`config.mk`:
```
export PLATFORM = sky130hd
export DESIGN_NAME = alu_mc
export DESIGN_NICKNAME = d
export VERILOG_FILES = /design/src/rtl/alu_pkg.sv /design/src/rtl/alu_mul_iter.sv /design/src/rtl/alu_mc.sv
export SDC_FILE = /design/constraint.sdc
export NUM_CORES = 1
export LEC_CHECK = 0
export BUFFER_PORTS_ARGS = -buffer_cell sky130_fd_sc_hd__buf_2
export CAP_MARGIN = 40
export CORE_MARGIN = 2
export CORE_UTILIZATION = 33
export CTS_CLUSTER_DIAMETER = 60
export DETAILED_ROUTE_END_ITERATION = 8
export PLACE_DENSITY_LB_ADDON = 0.12
export SYNTH_ARGS = -nofsm -noshare
export SYNTH_HDL_FRONTEND = slang
export SYNTH_SLANG_ARGS = --single-unit
export TNS_END_PERCENT = 1
```
`constraint.sdc`:
```
create_clock -name clk -period 10.5 [get_ports clk]
set_input_delay 1.05 -clock clk [delete_from_list [all_inputs] [get_ports clk]]
set_output_delay 1.05 -clock clk [all_outputs]
set_load 0.05 [all_outputs]
```
`src/rtl/alu_pkg.sv`:
```
// Shared definitions for the multi-cycle ALU: op encodings, flag bit positions and FSM states.
package alu_pkg;

    localparam logic [2:0] OP_ADD  = 3'b000;
    localparam logic [2:0] OP_SUB  = 3'b001;
    localparam logic [2:0] OP_AND  = 3'b010;
    localparam logic [2:0] OP_ORR  = 3'b011;
    localparam logic [2:0] OP_MOV  = 3'b100;
    localparam logic [2:0] OP_EOR  = 3'b101;
    localparam logic [2:0] OP_MUL  = 3'b110;
    localparam logic [2:0] OP_RSVD = 3'b111;

    localparam int unsigned FLAG_N = 3;
    localparam int unsigned FLAG_Z = 2;
    localparam int unsigned FLAG_C = 1;
    localparam int unsigned FLAG_V = 0;

    typedef enum logic [1:0] {
        StIdle = 2'd0,
        StBusy = 2'd1,
        StDone = 2'd2
    } state_e;

    // Replace N and Z, keep C and V as they were.
    function automatic logic [3:0] set_nz(input logic [3:0] flags, input logic n, input logic z);
        logic [3:0] f;
        f         = flags;
        f[FLAG_N] = n;
        f[FLAG_Z] = z;
        return f;
    endfunction

endpackage

```
`src/rtl/alu_mul_iter.sv`:
```
// Iterative shift-add multiplier: one multiplier bit per cycle, LSB first, WIDTH cycles per product.
module alu_mul_iter #(
    parameter int unsigned WIDTH = 32
) (
    input  logic             clk,
    input  logic             reset_n,
    input  logic             start,
    input  logic [WIDTH-1:0] a,
    input  logic [WIDTH-1:0] b,
    output logic             done,
    output logic [WIDTH-1:0] product
);

    localparam int unsigned CntW = $clog2(WIDTH + 1);
    localparam logic [CntW-1:0] CntLoad = CntW'(WIDTH);

    logic [WIDTH-1:0] a_q;
    logic [WIDTH-1:0] b_q;
    logic [WIDTH-1:0] acc_q;
    logic [CntW-1:0]  cnt_q;
    logic [WIDTH-1:0] addend;
    logic [WIDTH-1:0] acc_next;

    assign addend   = b_q[0] ? a_q : '0;
    assign acc_next = acc_q + addend;

    // Product is presented combinationally so the caller can register it on the final step edge.
    assign done    = (cnt_q == CntW'(1));
    assign product = acc_next;

    always_ff @(posedge clk or negedge reset_n) begin
        if (!reset_n) begin
            a_q   <= '0;
            b_q   <= '0;
            acc_q <= '0;
            cnt_q <= '0;
        end else if (start) begin
            a_q   <= a;
            b_q   <= b;
            acc_q <= '0;
            cnt_q <= CntLoad;
        end else if (cnt_q != '0) begin
            a_q   <= a_q << 1;
            b_q   <= b_q >> 1;
            acc_q <= acc_next;
            cnt_q <= cnt_q - CntW'(1);
        end
    end

endmodule

```
`src/rtl/alu_mc.sv`:
```
// Multi-cycle ALU with valid/ready on both sides, registered result and an NZCV flag register.
module alu_mc
    import alu_pkg::*;
#(
    parameter int unsigned WIDTH  = 32,
    parameter bit          MUL_EN = 1'b1
) (
    input  logic             clk,
    input  logic             reset_n,
    input  logic             in_valid,
    output logic             in_ready,
    input  logic [WIDTH-1:0] srcA,
    input  logic [WIDTH-1:0] srcB,
    input  logic [2:0]       ALUControl,
    input  logic             FlagWrite,
    output logic             out_valid,
    input  logic             out_ready,
    output logic [WIDTH-1:0] ALUResult,
    output logic [3:0]       ALUFlags,
    output logic             out_illegal
);

    state_e           state_q, state_d;
    logic [WIDTH-1:0] result_q, result_d;
    logic [3:0]       flags_q, flags_d;
    logic             illegal_q, illegal_d;
    logic             fw_q, fw_d;

    logic             accept;
    logic             op_mul;
    logic             op_illegal;
    logic             op_arith;
    logic [WIDTH-1:0] addend;
    logic [WIDTH:0]   sum;
    logic [WIDTH-1:0] alu_res;
    logic             alu_c;
    logic             alu_v;

    logic             mul_start;
    logic             mul_done;
    logic [WIDTH-1:0] mul_product;

    assign in_ready    = (state_q == StIdle) | ((state_q == StDone) & out_ready);
    assign out_valid   = (state_q == StDone);
    assign accept      = in_valid & in_ready;
    assign op_mul      = MUL_EN && (ALUControl == OP_MUL);
    assign op_illegal  = (ALUControl == OP_RSVD) || (!MUL_EN && (ALUControl == OP_MUL));
    assign op_arith    = (ALUControl == OP_ADD) || (ALUControl == OP_SUB);

    // SUB is A + ~B + 1, so op[0] doubles as invert-select and carry-in.
    assign addend = ALUControl[0] ? ~srcB : srcB;
    assign sum    = {1'b0, srcA} + {1'b0, addend} + {{WIDTH{1'b0}}, ALUControl[0]};
    assign alu_c  = sum[WIDTH];
    assign alu_v  = ~(srcA[WIDTH-1] ^ srcB[WIDTH-1] ^ ALUControl[0])
                  & (srcA[WIDTH-1] ^ sum[WIDTH-1]);

    always_comb begin
        alu_res = '0;
        case (ALUControl)
            OP_ADD, OP_SUB: alu_res = sum[WIDTH-1:0];
            OP_AND:         alu_res = srcA & srcB;
            OP_ORR:         alu_res = srcA | srcB;
            OP_MOV:         alu_res = srcB;
            OP_EOR:         alu_res = srcA ^ srcB;
            default:        alu_res = '0;
        endcase
    end

    always_comb begin
        state_d   = state_q;
        result_d  = result_q;
        flags_d   = flags_q;
        illegal_d = illegal_q;
        fw_d      = fw_q;
        mul_start = 1'b0;
        case (state_q)
            StIdle, StDone: begin
                if (accept) begin
                    fw_d = FlagWrite;
                    if (op_mul) begin
                        state_d   = StBusy;
                        mul_start = 1'b1;
                        illegal_d = 1'b0;
                    end else begin
                        state_d   = StDone;
                        illegal_d = op_illegal;
                        result_d  = alu_res;
                        if (FlagWrite && !op_illegal) begin
                            flags_d = set_nz(flags_q, alu_res[WIDTH-1], alu_res == '0);
                            if (op_arith) begin
                                flags_d[FLAG_C] = alu_c;
                                flags_d[FLAG_V] = alu_v;
                            end
                        end
                    end
                end else if ((state_q == StDone) && out_ready) begin
                    state_d = StIdle;
                end
            end
            StBusy: begin
                if (mul_done) begin
                    state_d  = StDone;
                    result_d = mul_product;
                    if (fw_q) begin
                        flags_d = set_nz(flags_q, mul_product[WIDTH-1], mul_product == '0);
                    end
                end
            end
            default: state_d = StIdle;
        endcase
    end

    always_ff @(posedge clk or negedge reset_n) begin
        if (!reset_n) begin
            state_q   <= StIdle;
            result_q  <= '0;
            flags_q   <= '0;
            illegal_q <= 1'b0;
            fw_q      <= 1'b0;
        end else begin
            state_q   <= state_d;
            result_q  <= result_d;
            flags_q   <= flags_d;
            illegal_q <= illegal_d;
            fw_q      <= fw_d;
        end
    end

    if (MUL_EN) begin : g_mul
        alu_mul_iter #(
            .WIDTH(WIDTH)
        ) u_mul (
            .clk    (clk),
            .reset_n(reset_n),
            .start  (mul_start),
            .a      (srcA),
            .b      (srcB),
            .done   (mul_done),
            .product(mul_product)
        );
    end else begin : g_no_mul
        assign mul_done    = 1'b0;
        assign mul_product = '0;
    end

    assign ALUResult   = result_q;
    assign ALUFlags    = flags_q;
    assign out_illegal = illegal_q & out_valid;

endmodule

```
==> impl_metrics.env, run 1 <==
export IMPL_final_util_pct=37.5
export IMPL_cts_inserted_buffers=17
export IMPL_worst_path_buf_inv=1
export IMPL_synthCells=1657
export IMPL_grt_overflow=0
export IMPL_setup_tns_ps=0
export IMPL_cts_sinks=142
export IMPL_synth_edff_count=0
export IMPL_switching_share_pct=48.6
export IMPL_crit_type="input port to flip-flop"
export IMPL_endpoint_kind="flip-flop"
export IMPL_clk_pin_slew_ps=70
export IMPL_cts_hold_fix_buffers=0
export IMPL_synthArstFlopShare_pct=100
export IMPL_power_uw=3860
export IMPL_p_per_area_nw_per_um2=268
export IMPL_h_tree_depth=4
export IMPL_fmax_ghz=0.202
export IMPL_cp_top_family="compound AO/OA/AOI/OAI gates"
export IMPL_hpwlAfterDp_um=31700
export IMPL_diodes=0
export IMPL_ys_warn_count=0
export IMPL_ant_nets=0
export IMPL_antenna_found_initial=0
export IMPL_die_area_um2=40300
export IMPL_cts_buffer_depth=2
export IMPL_grt_pass1_vias=11700
export IMPL_cp_slowest_cell="o311ai_1"
export IMPL_synth_top_cells_by_area="dfrtp_1 (28%), ha_1 (13%), nand2_1 (8.0%), a21oi_1 (5.9%), nor2_1 (4.7%)"
export IMPL_syn_num_nets=1867
export IMPL_critPathArrivalTime_ps=5340
export IMPL_dr_pass1_iters=5
export IMPL_critPathRequiredTime_ps=10900
export IMPL_drtIter0Drc=894
export IMPL_final_setup_skew_ps=9.44
export IMPL_via_per_inst=5.34
export IMPL_period_needed_ps=4940
export IMPL_period_share_pct=47.1
export IMPL_crit_fanout=67
export IMPL_cts_tree="yes"
export IMPL_max_cap_viol_count=0
export IMPL_fin_nets=1912
export IMPL_grt_pass1_wl_um=67000
export IMPL_combPwrFrac_pct=58.4
export IMPL_grt_max_degree=81
export IMPL_drive_gt1_share_pct=10.8
export IMPL_io_pins=111
export IMPL_final_hold_violation_count=0
export IMPL_rows=72
export IMPL_die_h_um=201
export IMPL_initial_core_util_pct=33.3
export IMPL_placedCellCount=2201
export IMPL_wirelength_um=42200
export IMPL_ys_seq_area_share_pct=27.8
export IMPL_power_frac_clock_pct=16.7
export IMPL_crit_chain="buf_4 > xor2_1 > ha_1 > a21oi_1 > a211oi_1 > o311ai_1 > o211a_1 > nor2_1 > o41ai_1 > xnor2_1 > o221ai_1 > or3_1 > nor4_1 > a211o_1"
export IMPL_syn2layout_area_growth_pct=12.8
export IMPL_cts_resized=0
export IMPL_worstMarginPinSlew_ps=862
export IMPL_rsz0062_at_grt="false"
export IMPL_final_instance_count_excl_fill=2233
export IMPL_yosys_area_top_type="dfrtp_1"
export IMPL_hold_class="flip-flop to flip-flop"
export IMPL_synth_most_common_cell="nand2_1"
export IMPL_yosys_most_used_dff="dfrtp_1"
export IMPL_die_w_um=201
export IMPL_vias=11900
export IMPL_internal_power_uw=1980
export IMPL_netSwitchingPower_uw=1870
export IMPL_cts_setup_buffers=0
export IMPL_post_route_drc_count=0
export IMPL_clk_latency_ps=460
export IMPL_grt_total_usage_pct=21.2
export IMPL_yosys_top_cells_count="nand2_1 (273), nor2_1 (161), a21oi_1 (150)"
export IMPL_status="complete, no violations"
export IMPL_core_area_um2=38400
export IMPL_slowest_delay_ps=650
export IMPL_netlist_area_leader_share_pct=27.8
export IMPL_portBuffers=110
export IMPL_synth_seq_cells=142
export IMPL_p_seq_share_pct=25.0
export IMPL_p_leak_uw=0.00685
export IMPL_finalSetupViolCount=0
export IMPL_syn_mean_instance_area_um2=7.71
export IMPL_netlist_area_um2=12800
export IMPL_synth_cell_types=74
export IMPL_wire_per_inst_um=18.9
export IMPL_peakVddDrop_v=0.000131
export IMPL_root_buffer="clkbuf_16"
export IMPL_gp_congestion=0.898
export IMPL_worst_setup_path_start_kind="input port"
export IMPL_max_slew_margin_pct=42.5
export IMPL_drv_slew=0
## worst register-to-register path, delay by kind of cell, from the launching register on
| kind | cells | cell delay [ps] |
|---|---|---|
| simple gates | 8 | 2730 |
| fa+ha+maj | 2 | 640 |
| compound gates | 3 | 490 |
| flops | 1 | 430 |
| buf+inv | 1 | 180 |
| xor+xnor | 1 | 130 |
## placed cells by master, fill, tap and decap left out, types with 7 or more instances in the layout
cell	Yosys	routed
a211oi_1	12	12
a21o_1	23	23
a21oi_1	150	150
a221oi_1	11	11
a22oi_1	7	7
a31oi_1	66	66
and2_1	38	37
and3_1	11	10
buf_2	2	108
buf_4	1	14
clkbuf_16	0	17
dfrtp_1	142	142
ha_1	136	136
inv_1	93	93
mux2_2	7	7
mux2i_1	31	31
nand2_1	273	272
nand2b_1	13	13
nand3_1	22	21
nand4_1	17	17
nor2_1	161	161
nor3_1	13	13
nor4_1	9	9
o211ai_1	14	14
o21a_1	12	12
o21ai_0	67	67
o21ai_1	11	11
o21bai_1	13	13
o221ai_1	9	9
o22ai_1	13	13
or3_1	7	7
xnor2_1	33	33
xor2_1	53	53
## registers in the layout, indices dropped and copies added, names as in the netlist
register / flops
ALUResult: 32
g_mul.u_mul.b_q: 32
state_q: 2
g_mul.u_mul.cnt_q: 6
g_mul.u_mul.a_q: 32
illegal_q: 1
ALUFlags: 4
g_mul.u_mul.acc_q: 32
fw_q: 1
## final cells by class
type	instances	area, µm²
well taps	518	648
inverters	93	349
flip-flops and latches	142	3550
clock inverters	14	156
fillers	4107	24000
clock buffers	18	439
repair buffers	127	752
multi-input cells	1321	8510
## per-layer routing
layer	GRT usage [%]	up-vias	share of wire, %
met2	32.4	247	44
li1	-	5887	-
met4	6.06	0	1.8
met5	0	-	0
met3	2.73	43	3.8
met1	31.0	5752	51
## power by group through the flow
stage | combinational [µW] | clock, µW | sequential, µW
final | 2250 | 642 | 964
after floorplan | 1490 | 0 | 1120
after detailed placement | 2230 | 0 | 972
after CTS | 2250 | 659 | 965
after global placement | 2200 | 0 | 981
after global routing | 2500 | 678 | 998
## logic make-up after synthesis
group                    Yosys count  synth area share (%)
AND/OR/NAND/NOR                  605                  21.5
flip-flops                       142                  27.8
adder cells (fa/ha/maj)          138                  13.6
multiplexers                      38                  3.05
XOR/XNOR                          86                  5.90
buffers and inverters            194                  5.75
AO/OA/AOI/OAI                    454                  22.3
## through the flow
stage	hold WS (ps)	setup slack, ps	instance area (µm²)
4_1_cts	491	5520	14400
2_1_floorplan	442	4720	12800
6_report	491	5560	14400
3_3_place_gp	457	5120	13700
5_1_grt	521	5240	14400
3_5_place_dp	477	5060	13800
## worst paths after layout
check	cells after the start	slack (ps)	start	to
setup / recovery	14	5560	ALUControl[0]	ALUFlags[2]$_DFFE_PN0P_
hold / removal	2	490	illegal_q$_DFFE_PN0P_	illegal_q$_DFFE_PN0P_
setup reg to reg	15	5840	g_mul.u_mul.b_q[0]$_DFFE_PN0P_	ALUFlags[2]$_DFFE_PN0P_
hold reg to reg	2	490	illegal_q$_DFFE_PN0P_	illegal_q$_DFFE_PN0P_
max in group asynchronous	3	8640	reset_n	g_mul.u_mul.a_q[1]$_DFFE_PN0P_
min in group asynchronous	1	640	reset_n	g_mul.u_mul.b_q[9]$_DFFE_PN0P_
(Power assumes the default switching activity.)
==> run 2: changes to the inputs <==
- ABC_AREA: default -> 1
- clock period: 10.5 -> 4.6 ns (I/O delays scaled with it)
==> run 2 against run 1 <==
Compared with the run above:
- first-iteration DRC count grew 26%
- sequential share of layout area shrank 1.4 points
- setup slack got worse by 4600 ps
- utilization rose by 0.096 points
- global-route usage rose by 2.6 points
- sequential power increased by 120%
- die area increased by 5.7%
- clock skew decreased by 3.0 ps
- highest routed layer unchanged
- cell count is 24% higher
- largest cell class unchanged
- clock power up 140%
==> impl_metrics.env, run 2 <==
export IMPL_final_common_cell="nand2_1"
export IMPL_endpoint="ALUFlags[2]$_DFFE_PN0P_"
export IMPL_critPathArrivalTime_ps=4010
export IMPL_syn_num_nets=2348
export IMPL_antenna_found_initial=0
export IMPL_synth_most_common_cell="nand2_1"
export IMPL_synthCells=2138
export IMPL_most_common_layout_cells="nand2_1 (716), inv_1 (372), nor2_1 (163), dfrtp_1 (142), ha_1 (136)"
export IMPL_gp_congestion=0.949
export IMPL_peakVddDrop_v=0.000250
export IMPL_via_per_inst=4.96
export IMPL_grt_overflow=0
export IMPL_die_w_um=206
export IMPL_combPwrFrac_pct=52.0
export IMPL_period_share_pct=78.9
export IMPL_ys_warn_count=0
export IMPL_critPathRequiredTime_ps=4980
export IMPL_grt_pass1_vias=13300
export IMPL_endpoint_kind="flip-flop"
export IMPL_synth_top_cells_by_area="dfrtp_1 (26%), nand2_1 (20%), ha_1 (13%), inv_1 (10%), o21ai_0 (4.9%)"
export IMPL_worst_setup_path_start_kind="input port"
export IMPL_cts_inserted_buffers=17
export IMPL_drive_gt1_share_pct=7.69
export IMPL_setup_tns_ps=0
export IMPL_worstMarginPinSlew_ps=900
export IMPL_cts_tree="yes"
export IMPL_rows=74
export IMPL_drtIter0Drc=1130
export IMPL_netlist_area_um2=13500
export IMPL_final_hold_violation_count=0
export IMPL_nFillCells=4465
export IMPL_crit_type="input port to flip-flop"
export IMPL_final_setup_skew_ps=6.43
export IMPL_post_route_drc_count=0
export IMPL_die_h_um=206
export IMPL_power_frac_clock_pct=20.3
export IMPL_hold_class="input port to async pin"
export IMPL_portBuffers=110
export IMPL_ant_nets=0
export IMPL_drv_slew=0
export IMPL_switching_share_pct=48.6
export IMPL_cts_buffer_depth=2
export IMPL_grt_pass1_wl_um=76600
export IMPL_cts_hold_fix_buffers=0
export IMPL_synth_cell_types=41
export IMPL_p_seq_share_pct=27.6
export IMPL_yosys_top_cells_count="nand2_1 (717), inv_1 (372), nor2_1 (166)"
export IMPL_grt_max_degree=77
export IMPL_die_area_um2=42600
export IMPL_netSwitchingPower_uw=3680
export IMPL_diodes=0
export IMPL_core_area_um2=40600
export IMPL_yosys_most_used_dff="dfrtp_1"
export IMPL_status="complete, no violations"
export IMPL_dr_pass1_iters=5
export IMPL_crit_fanout=22
export IMPL_period_needed_ps=3630
export IMPL_clk_latency_ps=440
export IMPL_wirelength_um=49500
export IMPL_synth_seq_cells=142
export IMPL_netlist_area_leader_share_pct=26.3
export IMPL_finalSetupViolCount=0
export IMPL_io_pins=111
export IMPL_synthArstFlopShare_pct=100
export IMPL_p_per_area_nw_per_um2=496
export IMPL_fin_nets=2435
export IMPL_syn_mean_instance_area_um2=6.32
export IMPL_h_tree_depth=4
export IMPL_startpoint="ALUControl[0]"
export IMPL_cts_resized=0
export IMPL_r2r_start="g_mul.u_mul.b_q[0]$_DFFE_PN0P_"
export IMPL_fmax_ghz=0.275
export IMPL_clk_pin_slew_ps=60
export IMPL_initial_core_util_pct=33.2
export IMPL_root_buffer="clkbuf_16"
export IMPL_cts_setup_buffers=0
export IMPL_hpwlAfterDp_um=39400
export IMPL_synth_edff_count=0
export IMPL_cts_sinks=142
export IMPL_max_cap_viol_count=0
export IMPL_rsz0062_at_grt="false"
export IMPL_internal_power_uw=3900
export IMPL_worstRegToRegCells=22
export IMPL_max_slew_margin_pct=40.0
export IMPL_vias=13700
export IMPL_r2r_end="ALUFlags[2]$_DFFE_PN0P_"
export IMPL_grt_total_usage_pct=23.7
export IMPL_yosys_area_top_type="dfrtp_1"
export IMPL_p_leak_uw=0.00861
export IMPL_reg2reg_slack_ps=1300
export IMPL_final_util_pct=37.6
export IMPL_ys_seq_area_share_pct=26.3
export IMPL_syn2layout_area_growth_pct=13.3
export IMPL_wire_per_inst_um=17.9
[run 2: cell types whose count changed in the layout (fill, tap and decap cells not counted), sizes merged, moves of 60 or more]
cell / change
o21ai: +60
a31oi: -64
inv: +279
nand2: +445
a21oi: -74
nand3: +94
[run 2: logic make-up (layout without fill, tap and decap cells)]
family,count (synthesis),after routing,share of synthesized area (%)
AO/OA/AOI/OAI,322,322,14.2
adder cells (fa/ha/maj),138,138,12.9
buffers and inverters,437,537,12.5
flip-flops,142,142,26.3
AND/OR/NAND/NOR,1063,1063,31.8
XOR/XNOR,36,36,2.33
[run 2: how the worst min path moves through the flow]
stage                              start                        endpoint  slack, ps  cells past startpoint
6_report                         reset_n  g_mul.u_mul.b_q[2]$_DFFE_PN0P_         40                      1
5_1_grt                          reset_n  g_mul.u_mul.b_q[2]$_DFFE_PN0P_         80                      1
4_1_cts                          reset_n  g_mul.u_mul.b_q[2]$_DFFE_PN0P_         60                      1
3_5_place_dp    ALUResult[0]$_DFFE_PN0P_        ALUResult[0]$_DFFE_PN0P_        470                      2
3_3_place_gp   ALUResult[15]$_DFFE_PN0P_       ALUResult[15]$_DFFE_PN0P_        460                      2
2_1_floorplan                    reset_n         ALUFlags[0]$_DFFE_PN0P_        160                      0
[run 2: per-layer routing]
layer / track usage (%) / up-vias / routed length, µm
met4: 4.87 / 0 / 710
li1: - / 6970 / -
met3: 2.65 / 36 / 1840
met5: 0 / - / 0
met1: 34.8 / 6467 / 25200
met2: 37.4 / 255 / 21800
[run 2: through the flow]
stage / power (µW) / area [µm²] / setup WS (ps) / cells / hold WS, ps
after floorplan: 4810 / 13500 / 1780 / 2138 / 164
final: 7590 / 15300 / 970 / 2770 / 38.8
after global placement: 6020 / 14600 / 531 / 2736 / 463
after detailed placement: 6060 / 14700 / 553 / 2738 / 467
after CTS: 7620 / 15300 / 1020 / 2770 / 61.3
after global routing: 8230 / 15300 / 746 / 2770 / 79.3
[run 2: area by class of cell]
class | count | area, µm² | share of cell area, %
repair buffers | 127 | 717 | 4.69
inverters | 378 | 1420 | 9.28
clock buffers | 24 | 492 | 3.21
multi-input cells | 1559 | 8300 | 54.2
well taps | 532 | 666 | 4.35
clock inverters | 8 | 154 | 1.01
flip-flops and latches | 142 | 3550 | 23.2
[run 2: power by group through the flow]
stage	combinational [µW]	sequential (µW)	clock (µW)
4_1_cts	3960	2100	1570
3_5_place_dp	3950	2110	0
3_3_place_gp	3920	2110	0
6_report	3950	2100	1540
5_1_grt	4440	2160	1620
2_1_floorplan	2330	2480	0
[run 2: critical path: stages]
cell	delay, ps
buf_2	490
buf_4	450
xor2_1	120
ha_1	370
nand2_1	120
nor2_1	270
nand2_1	210
nor2_1	130
nand2_1	120
nand3_1	120
nand2_1	50
nand3_1	110
nand2_1	150
nor2_1	240
nand3_1	190
nor2_1	130
nand3_1	90
nand2_1	60
nand2_1	50
nand2_1	70
==> run 3: changes to the inputs <==
- clock period: 4.6 -> 3.2 ns (I/O delays scaled with it)
==> run 3 against run 2 <==
Compared with the run above:
- combinational power grew 49%
- clock skew grew 1.6 ps
- critical path depth shrank 3
- routed wire length grew 0.74%
- die area is the same
- non-clock buffer count grew 40
- cell count grew 1.4%
==> impl_metrics.env, run 3 (synthesis gave the netlist of run 2 again) <==
export IMPL_worstRegToRegCells=17
export IMPL_dr_pass1_iters=5
export IMPL_cts_inserted_buffers=17
export IMPL_status="complete, no violations"
export IMPL_grt_max_degree=77
export IMPL_final_instance_count_excl_fill=2810
export IMPL_clk_latency_ps=440
export IMPL_most_common_layout_cells="nand2_1 (715), inv_1 (372), nor2_1 (160), dfrtp_1 (142), ha_1 (135)"
export IMPL_io_pins=111
export IMPL_portBuffers=110
export IMPL_path_common_cell="nand2_1"
export IMPL_post_route_cell_area_um2=15600
export IMPL_grt_overflow=0
export IMPL_crit_type="flip-flop to flip-flop"
export IMPL_p_leak_uw=0.00881
export IMPL_drv_slew=0
export IMPL_cp_top_family="simple AND/OR/NAND/NOR gates"
export IMPL_max_slew_margin_pct=57.3
export IMPL_r2r_end="ALUFlags[2]$_DFFE_PN0P_"
export IMPL_hold_class="input port to flip-flop"
export IMPL_critPathArrivalTime_ps=3370
export IMPL_final_hold_violation_count=0
export IMPL_worst_setup_path_start_kind="flip-flop"
export IMPL_worstMarginPinSlew_ps=636
export IMPL_r2r_start="g_mul.u_mul.b_q[0]$_DFFE_PN0P_"
export IMPL_period_needed_ps=2990
export IMPL_wirelength_um=49900
export IMPL_finalSetupViolCount=0
export IMPL_die_area_um2=42600
export IMPL_period_share_pct=93.4
export IMPL_cp_depth=17
export IMPL_syn2layout_area_growth_pct=15.8
export IMPL_nFillCells=4463
export IMPL_hold_path_end="state_q[1]$_DFFE_PN0P_"
export IMPL_crit_fanout=32
export IMPL_final_setup_skew_ps=7.98
export IMPL_die_h_um=206
export IMPL_place_area_um2=15000
export IMPL_root_buffer="clkbuf_16"
export IMPL_grt_pass1_wl_um=76700
export IMPL_fin_nets=2475
export IMPL_cts_tree="yes"
export IMPL_rsz0062_at_grt="true"
export IMPL_drive_gt1_share_pct=9.75
export IMPL_holdPathStages=4
export IMPL_fmax_ghz=0.334
export IMPL_cp_slowest_cell="dfrtp_1"
export IMPL_final_common_cell="nand2_1"
export IMPL_initial_core_util_pct=33.2
export IMPL_placedCellCount=2777
export IMPL_rows=74
export IMPL_wire_per_inst_um=17.7
export IMPL_slowest_delay_ps=400
export IMPL_cts_sinks=142
export IMPL_post_route_drc_count=0
export IMPL_gp_congestion=0.931
export IMPL_endpoint_kind="flip-flop"
export IMPL_core_area_um2=40600
export IMPL_grt_total_usage_pct=23.7
export IMPL_max_cap_viol_count=0
export IMPL_ant_nets=0
export IMPL_crit_chain="buf_12 > nand2_1 > inv_1 > ha_1 > nand2_1 > nor2_2 > inv_1 > nor2_1 > nand4_1 > nand3_1 > xnor2_1 > nand3_1 > nor2_1 > nand4_1 > nand2_1 > nand2_1 > nand2_1"
export IMPL_peakVddDrop_v=0.000295
export IMPL_drtIter0Drc=960
export IMPL_clk_pin_slew_ps=60
export IMPL_critPathRequiredTime_ps=3580
export IMPL_worstHoldStart="out_ready"
export IMPL_diodes=0
export IMPL_final_seq_area_um2=3550
export IMPL_multi_input_area_um2=8330
export IMPL_worst_path_buf_inv=3
export IMPL_antenna_found_initial=0
export IMPL_vias=14000
export IMPL_die_w_um=206
export IMPL_cts_buffer_depth=2
export IMPL_grt_pass1_vias=13500
export IMPL_h_tree_depth=4
export IMPL_via_per_inst=4.99
export IMPL_p_per_area_nw_per_um2=703
export IMPL_reg2reg_slack_ps=210
export IMPL_hpwlAfterDp_um=40300
run 3: cell count changes in the layout (fill, tap and decap cells not counted), sizes merged:
| cell | before | now |
|---|---|---|
| bufinv | 4 | 2 |
| buf | 127 | 166 |
| clkinv | 4 | 5 |
| inv | 377 | 379 |
| clkbuf | 24 | 21 |
| clkinvlp | 1 | 3 |
| dlygate4sd3 | 0 | 1 |
run 3: worst min-delay path, cell delays in order:
cell and delay, ps:
buf_2 80, nor2_1 40, nand2_1 60, nand2_1 50
run 3: worst max path at each step:
stage | start | slack (ps) | to
CTS | g_mul.u_mul.b_q[0]$_DFFE_PN0P_ | 130 | ALUFlags[3]$_DFFE_PN0P_
floorplan | ALUControl[0] | 520 | ALUFlags[2]$_DFFE_PN0P_
global placement | ALUControl[0] | -190 | ALUFlags[2]$_DFFE_PN0P_
global route | g_mul.u_mul.b_q[0]$_DFFE_PN0P_ | -0.4 | ALUFlags[3]$_DFFE_PN0P_
finish | g_mul.u_mul.b_q[0]$_DFFE_PN0P_ | 210 | ALUFlags[2]$_DFFE_PN0P_
detailed placement | ALUControl[0] | -170 | ALUFlags[2]$_DFFE_PN0P_
run 3: timing repair:
| action | 4_1_cts | 5_1_grt |
|---|---|---|
| endpoints found under the hold margin | 48 | 0 |
| hold buffers | 1 | 0 |
| buffers inserted | 0 | 0 |
| resized for setup | 0 | 9 |
| setup endpoints to repair | 0 | 3 |
run 3: cell type report:
type / instances / share of cell area, %
Clock buffer: 21 / 3.01
Tap cell: 532 / 4.26
Multi-Input combinational cell: 1559 / 53.3
Clock inverter: 11 / 0.840
Sequential cell: 142 / 22.7
Inverter: 378 / 9.07
Timing Repair Buffer: 167 / 6.84
run 3: where the power goes:
| group | internal (µW) | switching (µW) | leakage [µW] |
|---|---|---|---|
| Clock | 1220 | 842 | 0.000286 |
| Combinational | 1850 | 4050 | 0.00671 |
| Sequential | 2550 | 491 | 0.00182 |
| Total | 5610 | 5380 | 0.00881 |
run 3: stage by stage:
step                      util (%)  TNS [ps]  total power [µW]  hold slack [ps]  setup slack, ps
final                         38.5         0             11000              142              210
after global routing          38.5    -0.418             11900              159           -0.418
after CTS                     38.4         0             11000              122              133
after detailed placement      36.9      -179              8940              312             -166
after global placement        36.9      -205              8910              313             -187
after floorplan                  -         0              6920             24.4              523
run 3: layer usage:
| metal | part of all wire (%) | GRT usage (%) |
|---|---|---|
| met5 | 0 | 0 |
| met4 | 1.7 | 5.64 |
| met3 | 4.1 | 2.41 |
| met2 | 43 | 37.1 |
| met1 | 51 | 34.9 |
